### src/rtl/commit_report_sched.sv
// commit_report_sched
// Gathers per-hart instruction-commit records into per-hart FIFOs and
// serializes them round-robin onto a single registered report channel.
//
// Ports:
//   clock, reset         rising-edge clock, async active-high reset
//   in_valid/in_ready    per-hart push handshake (bit h = hart h)
//   in_pc/in_inst        per-hart 32-bit fields, hart h at [32h+31:32h]
//   in_is_mmio           per-hart MMIO flag
//   in_rcsr_id           per-hart 12-bit CSR id, hart h at [12h+11:12h]
//   out_valid/out_ready  report channel handshake
//   out_pc/out_inst/out_is_mmio/out_rcsr_id/out_hartid  registered record
//   protocol_err         sticky: a record was offered to a full FIFO

module commit_report_sched #(
   parameter int unsigned NUM_HARTS = 2,
   parameter int unsigned DEPTH     = 4
) (
   input  logic                    clock,
   input  logic                    reset,
   input  logic [NUM_HARTS-1:0]    in_valid,
   output logic [NUM_HARTS-1:0]    in_ready,
   input  logic [32*NUM_HARTS-1:0] in_pc,
   input  logic [32*NUM_HARTS-1:0] in_inst,
   input  logic [NUM_HARTS-1:0]    in_is_mmio,
   input  logic [12*NUM_HARTS-1:0] in_rcsr_id,
   output logic                    out_valid,
   input  logic                    out_ready,
   output logic [31:0]             out_pc,
   output logic [31:0]             out_inst,
   output logic                    out_is_mmio,
   output logic [11:0]             out_rcsr_id,
   output logic [31:0]             out_hartid,
   output logic                    protocol_err
);

   localparam int unsigned AW = (DEPTH > 1) ? $clog2(DEPTH) : 1;
   localparam int unsigned CW = AW + 1;
   localparam int unsigned HW = (NUM_HARTS > 1) ? $clog2(NUM_HARTS) : 1;

   typedef struct packed {
      logic [31:0] pc;
      logic [31:0] inst;
      logic        is_mmio;
      logic [11:0] rcsr_id;
   } rec_t;

   rec_t                 fifo_head [NUM_HARTS];
   logic [NUM_HARTS-1:0] push;
   logic [NUM_HARTS-1:0] pop;
   logic [NUM_HARTS-1:0] nonempty;

   logic [HW-1:0]        rr_ptr;
   logic [HW-1:0]        rr_next;
   logic [HW-1:0]        grant_idx;
   logic                 grant_found;
   logic                 load;
   rec_t                 head;
   int unsigned          scan;

   // Output register may take a new record when empty or being consumed
   assign load = !out_valid || out_ready;

   // Per-hart FIFO: count-based occupancy, pointers wrap naturally (DEPTH is a power of two)
   for (genvar h = 0; h < NUM_HARTS; h++) begin : g_hart
      rec_t          mem [DEPTH];
      rec_t          wr_rec;
      logic [AW-1:0] wr_ptr;
      logic [AW-1:0] rd_ptr;
      logic [CW-1:0] count;

      assign wr_rec       = {in_pc[32*h +: 32], in_inst[32*h +: 32],
                             in_is_mmio[h], in_rcsr_id[12*h +: 12]};
      // Ready comes only from registered occupancy; a same-cycle pop does not free a slot
      assign in_ready[h]  = (count < CW'(DEPTH));
      assign nonempty[h]  = (count != '0);
      assign push[h]      = in_valid[h] && in_ready[h];
      assign pop[h]       = load && grant_found && (grant_idx == HW'(h));
      assign fifo_head[h] = mem[rd_ptr];

      // Pointer and occupancy tracking
      always_ff @(posedge clock or posedge reset) begin
         if (reset) begin
            wr_ptr <= '0;
            rd_ptr <= '0;
            count  <= '0;
         end else begin
            if (push[h]) begin
               wr_ptr <= wr_ptr + AW'(1);
            end
            if (pop[h]) begin
               rd_ptr <= rd_ptr + AW'(1);
            end
            if (push[h] && !pop[h]) begin
               count <= count + CW'(1);
            end else if (!push[h] && pop[h]) begin
               count <= count - CW'(1);
            end
         end
      end

      // Storage array, no reset needed: occupancy gates every read
      always_ff @(posedge clock) begin
         if (push[h]) begin
            mem[wr_ptr] <= wr_rec;
         end
      end
   end

   // Round-robin scan: first non-empty hart at or after rr_ptr, with wrap
   always_comb begin
      grant_found = 1'b0;
      grant_idx   = '0;
      scan        = 0;
      for (int unsigned i = 0; i < NUM_HARTS; i++) begin
         scan = (32'(rr_ptr) + i) % NUM_HARTS;
         if (!grant_found && nonempty[HW'(scan)]) begin
            grant_found = 1'b1;
            grant_idx   = HW'(scan);
         end
      end
   end

   assign rr_next = HW'((32'(grant_idx) + 32'd1) % NUM_HARTS);
   assign head    = fifo_head[grant_idx];

   // Registered report channel, round-robin pointer and sticky overflow flag
   always_ff @(posedge clock or posedge reset) begin
      if (reset) begin
         out_valid    <= 1'b0;
         out_pc       <= '0;
         out_inst     <= '0;
         out_is_mmio  <= 1'b0;
         out_rcsr_id  <= '0;
         out_hartid   <= '0;
         rr_ptr       <= '0;
         protocol_err <= 1'b0;
      end else begin
         if (|(in_valid & ~in_ready)) begin
            protocol_err <= 1'b1;
         end
         if (load) begin
            out_valid <= grant_found;
            // With nothing queued the data fields keep their last value
            if (grant_found) begin
               out_pc      <= head.pc;
               out_inst    <= head.inst;
               out_is_mmio <= head.is_mmio;
               out_rcsr_id <= head.rcsr_id;
               out_hartid  <= 32'(grant_idx);
               rr_ptr      <= rr_next;
            end
         end
      end
   end

endmodule

### config.mk
export PLATFORM = sky130hd
export DESIGN_NAME = commit_report_sched
export DESIGN_NICKNAME = d
export VERILOG_FILES = /design/src/rtl/commit_report_sched.sv
export SDC_FILE = /design/constraint.sdc
export NUM_CORES = 1
export LEC_CHECK = 0
export ABC_AREA = 0
export CAP_MARGIN = 20
export CORE_MARGIN = 3
export CORE_UTILIZATION = 51
export CTS_CLUSTER_SIZE = 8
export DETAILED_ROUTE_END_ITERATION = 7
export GPL_ROUTABILITY_DRIVEN = 0
export PLACE_DENSITY = 0.81
export SETUP_SLACK_MARGIN = 0.1
export SLEW_MARGIN = 15
export SYNTH_ARGS = -nofsm -noshare
export SYNTH_HDL_FRONTEND = slang
export SYNTH_SLANG_ARGS = --single-unit
### constraint.sdc
create_clock -name clock -period 3.6 [get_ports clock]
set_input_delay 1.08 -clock clock [delete_from_list [all_inputs] [get_ports clock]]
set_output_delay 1.08 -clock clock [all_outputs]
set_load 0.01 [all_outputs]
==> results of run 1 <==
-- power groups by stage --
| stage | combinational [mW] | clock [mW] | sequential [mW] |
|---|---|---|---|
| 6_report | 7.02 | 8.39 | 11.6 |
| 5_1_grt | 7.46 | 8.91 | 11.8 |
| 4_1_cts | 7.13 | 8.53 | 11.7 |
| 3_5_place_dp | 7.03 | 0 | 11.8 |
| 3_3_place_gp | 6.86 | 0 | 11.7 |
| 2_1_floorplan | 4.47 | 0 | 11.3 |
-- worst max-delay path: stages (launching register included) --
cell	delay [ns]
dfrtp_1	0.44
inv_1	0.15
clkdlybuf4s50_1	0.56
-- state kept, by name (all words and copies together) (netlist names), 4 cells and up --
register	cells
g_hart.mem	616
out_inst	32
out_pc	32
out_rcsr_id	12
g_hart.count	6
g_hart.rd_ptr	4
g_hart.wr_ptr	4
-- layer usage --
layer / GRT usage / part of all wire
met2: 0.373 / 0.51
met3: 0.0608 / 0.074
met4: 0.0800 / 0.027
met5: 0 / 0.0027
met1: 0.288 / 0.38
-- cell type report --
| class | count | area (um2) | area share |
|---|---|---|---|
| clock buffers | 179 | 2780 | 0.0836 |
| inverters | 10 | 41.3 | 0.00124 |
| well taps | 680 | 851 | 0.0256 |
| clock inverters | 6 | 67.6 | 0.00203 |
| repair buffers | 275 | 2990 | 0.0900 |
| flip-flops and latches | 711 | 20900 | 0.629 |
| multi-input cells | 397 | 5580 | 0.168 |
| diodes | 7 | 17.5 | 0.000527 |
-- metrics by stage --
step / cell area, um2 / setup slack (ns) / hold slack, ns
CTS: 33200 / 0.732 / 0.496
detailed placement: 30400 / 0.515 / 0.474
global route: 33200 / 0.703 / 0.510
finish: 33200 / 0.762 / 0.501
floorplan: 27100 / 0.690 / 0.517
global placement: 30400 / 0.521 / 0.473
-- kinds of logic after synthesis --
logic type,after synthesis,share of synthesized area
AOI/OAI and AO/OA,87,0.0315
adders and majority gates,12,0.00613
muxes,156,0.130
and+or+nand+nor,99,0.0295
other,1,0.000139
xor gates and xnor gates,12,0.00390
buffers and inverters,123,0.0246
DFF,711,0.775
-- synthesized netlist by cell type, drive strengths merged, types with 2 or more instances --
| cell | instances |
|---|---|
| nor2b | 2 |
| mux4 | 154 |
| and4 | 77 |
| a221o | 78 |
| edfxtp | 616 |
| xor2 | 2 |
| or3 | 2 |
| nor2 | 3 |
| xnor2 | 10 |
| inv | 10 |
| and2 | 8 |
| nand2 | 3 |
| mux2 | 2 |
| fa | 2 |
| dfrtp | 95 |
| o21a | 3 |
| o21ai | 3 |
| ha | 10 |
| buf | 65 |
| clkbuf | 48 |
-- cell usage in the layout, fill, tap and decap left out, types with 8 or more instances in the layout --
cell / n
edfxtp_1: 616
clkdlybuf4s50_1: 240
mux4_2: 154
clkbuf_16: 99
dfrtp_1: 91
clkbuf_1: 80
a221o_1: 78
and4_1: 77
conb_1: 31
buf_12: 26
xnor2_1: 10
ha_1: 10
inv_1: 9
buf_4: 9
and2_4: 8
-- worst max path at each step --
| stage | start | end | slack (ns) | depth (start not counted) |
|---|---|---|---|---|
| 2_1_floorplan | out_ready | g_hart[0].count[1]$_DFFE_PP0P_ | 0.69 | 8 |
| 3_3_place_gp | out_ready | out_inst[3]$_DFFE_PP0N_ | 0.52 | 5 |
| 3_5_place_dp | out_ready | out_inst[26]$_DFFE_PP0N_ | 0.51 | 5 |
| 4_1_cts | g_hart[0].count[2]$_DFFE_PP0P_ | in_ready[0] | 0.73 | 2 |
| 5_1_grt | g_hart[0].count[2]$_DFFE_PP0P_ | in_ready[0] | 0.70 | 2 |
| 6_report | g_hart[0].count[2]$_DFFE_PP0P_ | in_ready[0] | 0.76 | 2 |
==> results.txt, run 1 <==
The count of final hold-check violations came to 0. The clock period minus final worst setup slack came out at 2.84 ns. On the final layout, the worst clock skew is ~0.019 ns.

The area of the placeable core is between 50000 and 60000 um2. The sequential group share of total power is 0.430. The number of placed instances with taps included came out at ~2100. The critical path in this run is classified as reg -> out. The total global routing overflow is 0. The remaining routing DRC violations is 0. The worst reg-to-reg path cell count came out at 8.

The area share of the leading cell type in the synthesized netlist came out at 0.686. The mean post-synth cell area came out at between 20 and 25 um2. Adding up every negative setup slack in the final design gives 0 ns.

The beginning of the worst hold path is protocol_err$_DFFE_PP0P_. The maximum number of pins on one net before global-route repair came out at 82. The initial DRC count is about 1200.

For this configuration, the core starts out at a cell density of 0.520. The switching part of the total power came out at 0.281. At the worst endpoint, the required time is 2.52 ns. TritonCTS built the clock tree. The completed layout was analyzed and its total power is approximately 27 mW. The capture instance of the worst register-to-register path is g_hart[0].count[2]$_DFFE_PP0P_. The worst hold path cell count came out at 1. The combinational cell fraction of total power came out at 0.260. The number of buffers added for setup after CTS came out at 0. The via-per-instance ratio came out at 5.98. The clock-pin slew reported for the worst setup and hold paths after clock tree synthesis came out at 0.05 ns. Summed over all cells, the static leakage comes to 11.1 nW. The async set-or-reset flop fraction in the synthesized netlist came out at 0.134.

The via count of the first global-routing pass came out at 14500. The internal cell power came out at 19.4 mW. In this run, synthesis produced a sequential element count of ~700. The net count reported at finish is 1664. The number of H-tree levels is 3. The overall routing resource usage came out at 0.224. The worst-path maximum fanout came out at 5. The kind of start point of the critical path is a flip-flop. The number of max-cap violations came out at 0. The clock latency at the later pin of the worst-skew pair came out at roughly 0.62 ns. The count of final setup violators is 0. The area of the mapped netlist came out at between 20000 and 30000 um2. The number of standard cells after synthesis is 1201. Clock tree synthesis selected as its root buffer the cell clkbuf_16.

Port buffering added 240 buffers. The clock net sink count is 711. The flow ran to the end, and the final reports show no timing, DRC or antenna violations. The endpoint class of the critical path is an output pin.

The fill cell total of the finished layout is roughly 3300. In this run the tightest slew margin relative to its limit is 0.269. The wire length reported by the detailed router came out at 62.1 mm. Dividing the detail-routed wire length by the instance count gives approximately 27 um. IR analysis of the VDD net gives a maximum drop of between 0.5 and 0.6 mV.

Detailed routing inserted a total of ~14000 vias. The initial antenna violation count came out at 18. The post-layout instance count excluding filler cells came out at 2265. The power share of the clock group came out at 0.310. By area the synthesized netlist is led by edfxtp_1 69%, mux4_2 13%, dfrtp_1 8.8%. The synthesized design spends more area on one cell type than any other, namely edfxtp_1.

The power density over the cells came out at slightly above 800 nW/um2. The path class of the tightest hold or removal check is reg -> reg. The register-to-register setup slack is roughly 1.1 ns. The maximum clock insertion buffer count came out at 3.

Counting distinct cell types in the post-synthesis netlist gives 31. The Yosys step of the flow raised 0 warnings. The I/O pin count is 272. The detail route stage leaves a number of antenna-violating nets equal to 0.

The portion of the post-synthesis area used by sequential elements came out at 0.775. The number of flops mapped to enable cells by yosys is slightly above 600. The area enclosed by the die boundary came out at approximately 56000 um2. The reg-to-reg startpoint is g_hart[0].count[0]$_DFFE_PP0P_.

Summed over all nets, the half-perimeter wirelength after detailed placement is roughly 37 mm. The number of gates resized after CTS was 0. The slew of the pin with the lowest slew margin is between 1 and 1.5 ns.

Buffers inserted during clock tree synthesis total roughly 100. For the worst setup path, the data arrival time is 1.76 ns. The die extent in x came out at around 240 um.

The path with the worst hold slack has its endpoint at protocol_err$_DFFE_PP0P_. The share of final-layout standard cells stronger than drive strength 1 is 0.199. The first detailed-routing pass took 5 iterations. The global-route wire length before repair came out at ~93 mm.

The total net switching power came out at 7.60 mW. The upper clock frequency limit came out at around 350 MHz. Setup repair after global routing left no endpoint under its margin. The floorplan step set the die height to roughly 240 um. At the end of the flow the core is filled with cells to 0.641. The number of hold buffers added after CTS was 0. The ratio of final minimum period to clock period came out at 0.788.

The cell row count came out at 83. The most used flip-flop cell after synthesis is edfxtp_1. The final max-slew violation count is 0.

The signed area change from the synthesized netlist to the final layout is 23.3%.
(Power assumes the default switching activity.)
==> inputs of run 2 (changes only) <==
--- a/config.mk
+++ b/config.mk
@@ -8,11 +8,11 @@
 export ABC_AREA = 0
 export CAP_MARGIN = 20
 export CORE_MARGIN = 3
-export CORE_UTILIZATION = 51
+export CORE_UTILIZATION = 55
 export CTS_CLUSTER_SIZE = 8
 export DETAILED_ROUTE_END_ITERATION = 7
 export GPL_ROUTABILITY_DRIVEN = 0
-export PLACE_DENSITY = 0.81
+export PLACE_DENSITY = 0.82
 export SETUP_SLACK_MARGIN = 0.1
 export SLEW_MARGIN = 15
 export SYNTH_ARGS = -nofsm -noshare
==> constraint.sdc (replaced) <==
create_clock -name clock -period 2.85 [get_ports clock]
set_input_delay 0.855 -clock clock [delete_from_list [all_inputs] [get_ports clock]]
set_output_delay 0.855 -clock clock [all_outputs]
set_load 0.01 [all_outputs]
==> run 2 against run 1 <==
Compared with the run above:
- design area rose by 0.53%
- largest cell class unchanged
- worst hold slack got worse by 0.016 ns
- sequential share of layout area fell by 0.33 points
- critical path type unchanged
- sequential cell count did not move
- die area fell by 7.1%
- setup slack got worse by 0.50 ns
- combinational power rose by 33%
- critical endpoint is now in_ready[1]
- first-iteration DRC count rose by 9.7%
- largest power group unchanged
- count of clock-buffer cells in the layout fell by 5
- core utilization rose by 5.4 points
- non-clock buffer count rose by 16
- highest routed layer unchanged
==> results.txt, run 2 (synthesis gave the netlist of run 1 again) <==
The die extent in x came to 227 um (-3.6%). The most common cell after layout, fill and taps aside is edfxtp_1. The count of input and output buffers was 240 (unchanged). The number of buffers added for setup after CTS came out at 0 (unchanged). The share of final-layout standard cells stronger than drive strength 1 is 0.208 (+0.00856).

The number of buffers inserted for hold repair after clock tree synthesis is 0 (unchanged). The setup clock skew after layout was 0.0178 ns (-0.00108 ns). The critical path is of the reg -> out type.

From synthesis to final layout, the design area changed by 23.9%. The reported leakage power is 11.2 nW (+1.1%). The count of final setup violators came to 0 (unchanged). The maximum number of pins on one net before global-route repair is 82 (unchanged). The area used by sequential logic in the layout is 20900 um2 (unchanged).

The I/O pin count is 272 (unchanged). The net count reported at finish is 1680 (+0.96%). The largest registers in the layout are g_hart.mem: 616 flops, out_inst: 32 flops, out_pc: 32 flops. The initial antenna violation count was 15 (-3). The maximum clock insertion buffer count came out at 3 (unchanged). The via count came out at 13900 (+2.7%). The endpoint class of the critical path is an output pin. The overall routing resource usage came to 0.249 (+0.0243).

The multi-input gate area in the final layout came to 5580 um2 (unchanged). The via-per-instance ratio is 6.29 (+5.2%). The remaining routing DRC violations was 0 (unchanged). The detailed-routing iteration count for the pre-antenna-repair pass is 5 (unchanged). The total CTS buffers is 98 (unchanged). The flip-flop count of the largest register after layout came out at 616 (unchanged). TritonCTS built the clock tree.

The wire length reported by the detailed router is 62.7 mm (+1.0%). The count of final hold-check violations came out at 0 (unchanged). The clock-pin slew reported for the worst setup and hold paths after clock tree synthesis is 0.05 ns (about the same). The area of the placeable core is 48000 um2 (-7.3%). The final max-slew violation count was 0 (unchanged).

The number of H-tree levels was 3 (unchanged). The required arrival time at the worst endpoint is 2.00 ns (-0.52 ns). The area enclosed by the die boundary came to 51700 um2 (-7.1%). The die extent in y came out at 227 um (-3.6%).

The global-route wire length before repair is 93.5 mm (+0.41%). The sum of net half-perimeters after detailed placement came out at 36.3 mm (-1.1%). The share of the core filled with cells is 0.695 (+0.0540).

The initial core utilization came out at 0.561 (+0.0409). The via count of the first global-routing pass came out at 14700 (+0.93%). The flow ran to the end, and the final reports show no timing, DRC or antenna violations. The fill cell total of the finished layout came out at 2831 (-13%).

The worst hold slack across all endpoints is 0.485 ns (-0.0159 ns). The post-layout instance count excluding filler cells is 2212 (-2.3%). The number of nets with antenna violations after routing is 0 (unchanged). The post-cts gate resize count came to 0 (unchanged). The power density over the cells came to 1030 nW/um2 (+27%). The detailed-route wire length per cell is 28.3 um (+3.4%).

The number of max-cap violations came out at 0 (unchanged). The clock latency at the later pin of the worst-skew pair came to 0.64 ns (+0.02 ns). The register-to-register setup slack is 0.48 ns (-0.61 ns). The library cells used most frequently in the layout, excluding fill and tap cells, are 616 x edfxtp_1, 240 x clkdlybuf4s50_1, 154 x mux4_2. The worst hold path belongs to the class reg -> reg. Ranked by flip-flop count, first place goes to g_hart.mem. The number of placed instances with taps included is 2024 (-2.4%). The cell chosen for the clock root is clkbuf_16. The worst slew slack as a fraction of its limit came out at 0.323 (+0.0543). The cell row count was 80 (-3.6%). The clock net sink count is 711 (unchanged).

The total global routing overflow is 0 (unchanged). The maximum resistive drop on vdd came out at 0.849 mV (+67%). The data arrival at the endpoint of the critical path is 1.73 ns (-0.03 ns). The initial DRC count came out at 1363 (+9.7%). The upper clock frequency limit came out at between 300 and 400 MHz. The clock period minus final worst setup slack came out at 2.58 ns. The slew of the pin with the lowest slew margin is 1.02 ns (-0.0814 ns). Setup repair after global routing left no endpoint under its margin. The ratio of final minimum period to clock period came out at 0.907. The kind of start point of the critical path is a flip-flop.

The worst-path maximum fanout came out at 5 (unchanged). The final total negative setup slack is 0 ns (unchanged).
[run 2: per-stage QoR]
step	power, mW	worst slack [ns]	cell area (um2)
final	34.5	0.266	33400
after global routing	35.9	0.200	33400
after CTS	34.7	0.226	33400
after detailed placement	23.9	0.0192	30500
after global placement	23.6	0.118	30500
after floorplan	19.9	0.165	27100
[run 2: power breakdown]
| part | leakage (nW) | total [mW] | switching, mW | internal (mW) |
|---|---|---|---|---|
| Clock | 1.35 | 10.7 | 4.24 | 6.47 |
| Sequential | 6.74 | 14.4 | 1.09 | 13.3 |
| Combinational | 3.15 | 9.32 | 4.47 | 4.85 |
[run 2: final cells by class]
cell class | instances | share of cell area
timing repair buffer | 291 | 0.0969
clock inverter | 7 | 0.00360
antenna | 7 | 0.000525
clock buffer | 174 | 0.0820
inverter | 10 | 0.00124
tap | 615 | 0.0230
sequential | 711 | 0.626
multi-input combinational | 397 | 0.167
[run 2: final timing paths]
path	start	to	depth (start not counted)
max reg2reg	g_hart[1].count[0]$_DFFE_PP0P_	g_hart[1].count[2]$_DFFE_PP0P_	9
max in group asynchronous	reset	g_hart[1].rd_ptr[1]$_DFFE_PP0P_	3
min	protocol_err$_DFFE_PP0P_	protocol_err$_DFFE_PP0P_	1
min reg2reg	protocol_err$_DFFE_PP0P_	protocol_err$_DFFE_PP0P_	1
max	g_hart[1].count[2]$_DFFE_PP0P_	in_ready[1]	2
min in group asynchronous	reset	out_pc[29]$_DFFE_PP0N_	2
[run 2: layer usage]
| layer | wire, um | GRT usage |
|---|---|---|
| met3 | 5170 | 0.0641 |
| met5 | 126 | 0 |
| met4 | 1850 | 0.0899 |
| met2 | 31600 | 0.407 |
| met1 | 23900 | 0.330 |
[run 2: critical path, stage by stage, from the launching register on]
cell and delay, ns:
dfrtp_1 0.44, inv_1 0.11, clkdlybuf4s50_1 0.53
==> inputs of run 3 (changes only) <==
--- a/config.mk
+++ b/config.mk
@@ -8,13 +8,13 @@
 export ABC_AREA = 0
 export CAP_MARGIN = 20
 export CORE_MARGIN = 3
-export CORE_UTILIZATION = 55
+export CORE_UTILIZATION = 40
 export CTS_CLUSTER_SIZE = 8
 export DETAILED_ROUTE_END_ITERATION = 7
 export GPL_ROUTABILITY_DRIVEN = 0
-export PLACE_DENSITY = 0.82
+export PLACE_DENSITY = 0.64
 export SETUP_SLACK_MARGIN = 0.1
-export SLEW_MARGIN = 15
+export SLEW_MARGIN = 30
 export SYNTH_ARGS = -nofsm -noshare
 export SYNTH_HDL_FRONTEND = slang
 export SYNTH_SLANG_ARGS = --single-unit
==> run 3 against run 2 <==
Compared with the run above:
- sequential share of layout area shrank 0.62 points
- setup slack gained 0.016 ns
- via count shrank 1.4%
- core utilization shrank 19 points
- worst hold slack lost 0.0073 ns
- total power grew 0.66%
- sequential cell count is the same
- fmax grew 0.62%
- clock power is essentially flat
- design area grew 1.0%
- critical endpoint unchanged
- largest cell class unchanged
- largest power group unchanged
- highest routed layer unchanged
==> results.txt, run 3 (synthesis gave the netlist of run 1 again) <==
The reported leakage power is 11.3 nW (+0.42%). The detailed-routing iteration count for the pre-antenna-repair pass was 5 (unchanged). The overall routing resource usage is 0.188 (-0.0606). The initial DRC count is 1123 (-18%).

The initial antenna violation count was 11 (-4). The number of buffers inserted for hold repair after clock tree synthesis came out at 0 (unchanged). The sum of net half-perimeters after detailed placement came out at 38.2 mm (+5.2%). The switching part of the total power is 0.285 (+0.000386). The net count reported at finish was 1689 (+0.54%). The total CTS buffers came to 99 (+1.0%). The cell row count is 94 (+18%). The clock latency at the later pin of the worst-skew pair came to 0.64 ns (about the same). The register containing the most flip-flops in the final layout is g_hart.mem. The number of buffers added for setup after CTS was 0 (unchanged). The initial core utilization is 0.407 (-0.154). The final max-slew violation count was 0 (unchanged).

The worst hold slack across all endpoints is 0.478 ns (-0.00732 ns). The remaining routing DRC violations came out at 0 (unchanged). The share of final-layout standard cells stronger than drive strength 1 is 0.213 (+0.00571). The total net switching power is 9.88 mW (+0.80%). In the layout the commonest cells are 616 x edfxtp_1, 240 x clkdlybuf4s50_1, 154 x mux4_2. The worst-path maximum fanout came out at 5 (unchanged). The post-cts gate resize count was 0 (unchanged). The combinational cell fraction of total power came out at 0.275 (+0.004).

The maximum number of pins on one net before global-route repair is 81 (-1.2%). The detailed-route wire length per cell came out at 26.5 um (-6.4%). The fill cell total of the finished layout is 5213 (+84%). The upper clock frequency limit was 389 MHz (+0.62%). The power share of the clock group came out at 0.313 (+0.002).

The clock-pin slew reported for the worst setup and hold paths after clock tree synthesis is 0.05 ns (about the same). The worst setup path is launched from a flip-flop. The via count is 13700 (-1.4%). The power density over the cells came to 1030 nW/um2 (-0.34%). The library cell used most frequently in the layout, excluding fill and tap cells, is edfxtp_1. TritonCTS built the clock tree. The area used by sequential logic in the layout is 20900 um2 (unchanged). The wire length reported by the detailed router is 65.5 mm (+4.5%). The area enclosed by the die boundary is 70500 um2 (+36%). The area of the placeable core came to 66200 um2 (+38%). The number of nets with antenna violations after routing is 0 (unchanged).

The slew of the pin with the lowest slew margin came to 1.04 ns (+0.0261 ns). The run finished with clean final reports. The required arrival time at the worst endpoint came out at 2.00 ns (about the same). The number of max-cap violations came out at 0 (unchanged).

The clock net sink count came to 711 (unchanged). The worst slew slack as a fraction of its limit is 0.306 (-0.0174). The register-to-register setup slack is 0.48 ns (about the same). The maximum resistive drop on vdd is 0.744 mV (-12%).

The die extent in x came to 266 um (+17%). The via-per-instance ratio came to 5.55 (-12%). The ratio of final minimum period to clock period came to 0.901 (-0.00557).

The critical path is of the reg -> out type. The total global routing overflow is 0 (unchanged). The data arrival at the endpoint of the critical path came out at 1.71 ns (-0.02 ns). The global-route wire length before repair came out at 97.6 mm (+4.4%). The endpoint class of the critical path is an output pin. The via count of the first global-routing pass is 14700 (+0.21%). The sequential group share of total power came out at 0.411 (-0.008). The count of final hold-check violations came to 0 (unchanged).

Setup repair after global routing left no endpoint under its margin. The largest registers in the layout are g_hart.mem: 616 flops, out_inst: 32 flops, out_pc: 32 flops. The I/O pin count came out at 272 (unchanged). The setup clock skew after layout came out at 0.0176 ns (-0.000264 ns). The final total negative setup slack is 0 ns (unchanged).

CTS placed an instance of clkbuf_16 at the clock tree root. The clock period minus final worst setup slack came to 2.57 ns (-0.0159 ns). Relative to the synthesized area, the layout overhead comes to 25.2%. The maximum clock insertion buffer count is 3 (unchanged). The number of H-tree levels came out at 3 (unchanged).

The die extent in y came out at 266 um (+17%). The count of input and output buffers is 240 (unchanged). The internal cell power came out at 24.8 mW (+0.60%).

The count of final setup violators is 0 (unchanged). The min-delay analysis places its worst path in the category reg -> reg. The flip-flop count of the largest register after layout came out at 616 (unchanged). The multi-input gate area in the final layout came out at 5580 um2 (unchanged).
==> run 3: worst max-delay path, cell delays in order, from the launching register on <==
cell and delay (ns):
dfrtp_1 0.44, inv_1 0.11, clkdlybuf4s50_1 0.54
==> run 3: through the flow <==
step           cell area (um2)   util  std cells  setup slack (ns)  power [mW]
6_report                 33700  0.509       2471             0.282        34.7
5_1_grt                  33700  0.509       2468             0.195        36.3
4_1_cts                  33700  0.509       2463             0.212        35.1
3_5_place_dp             30800  0.465       2281            0.0967        24.2
3_3_place_gp             30800  0.465       2281            0.0713        24.0
2_1_floorplan            27100      -       1231             0.165        19.9
==> run 3: power by group through the flow <==
stage	sequential (mW)	combinational, mW	clock, mW
after CTS	14.3	9.73	11.1
final	14.3	9.56	10.9
after global placement	14.4	9.58	0
after detailed placement	14.5	9.71	0
after floorplan	14.3	5.65	0
after global routing	14.4	10.2	11.6
==> run 3: final cells by class <==
class	count	area share
Antenna cell	8	0.000594
Clock buffer	173	0.0817
Clock inverter	9	0.00449
Inverter	10	0.00122
Multi-Input combinational cell	397	0.165
Sequential cell	711	0.619
Tap cell	864	0.0321
Timing Repair Buffer	299	0.0951
==> run 3: worst paths after layout <==
| check | start | endpoint | cells after the start |
|---|---|---|---|
| max | g_hart[1].count[2]$_DFFE_PP0P_ | in_ready[1] | 2 |
| min | protocol_err$_DFFE_PP0P_ | protocol_err$_DFFE_PP0P_ | 1 |
| max reg2reg | g_hart[1].count[0]$_DFFE_PP0P_ | g_hart[1].count[2]$_DFFE_PP0P_ | 9 |
| min reg2reg | protocol_err$_DFFE_PP0P_ | protocol_err$_DFFE_PP0P_ | 1 |
| max in group asynchronous | reset | out_pc[8]$_DFFE_PP0N_ | 3 |
| min in group asynchronous | reset | out_rcsr_id[1]$_DFFE_PP0N_ | 3 |
==> run 3: metal layers <==
layer	part of all wire	vias up	wire [um]	track usage
met3	0.060	101	3910	0.0380
met4	0.023	6	1480	0.0668
li1	-	5730	-	-
met2	0.50	474	32500	0.307
met5	0.00052	-	34	0
met1	0.42	7414	27600	0.254
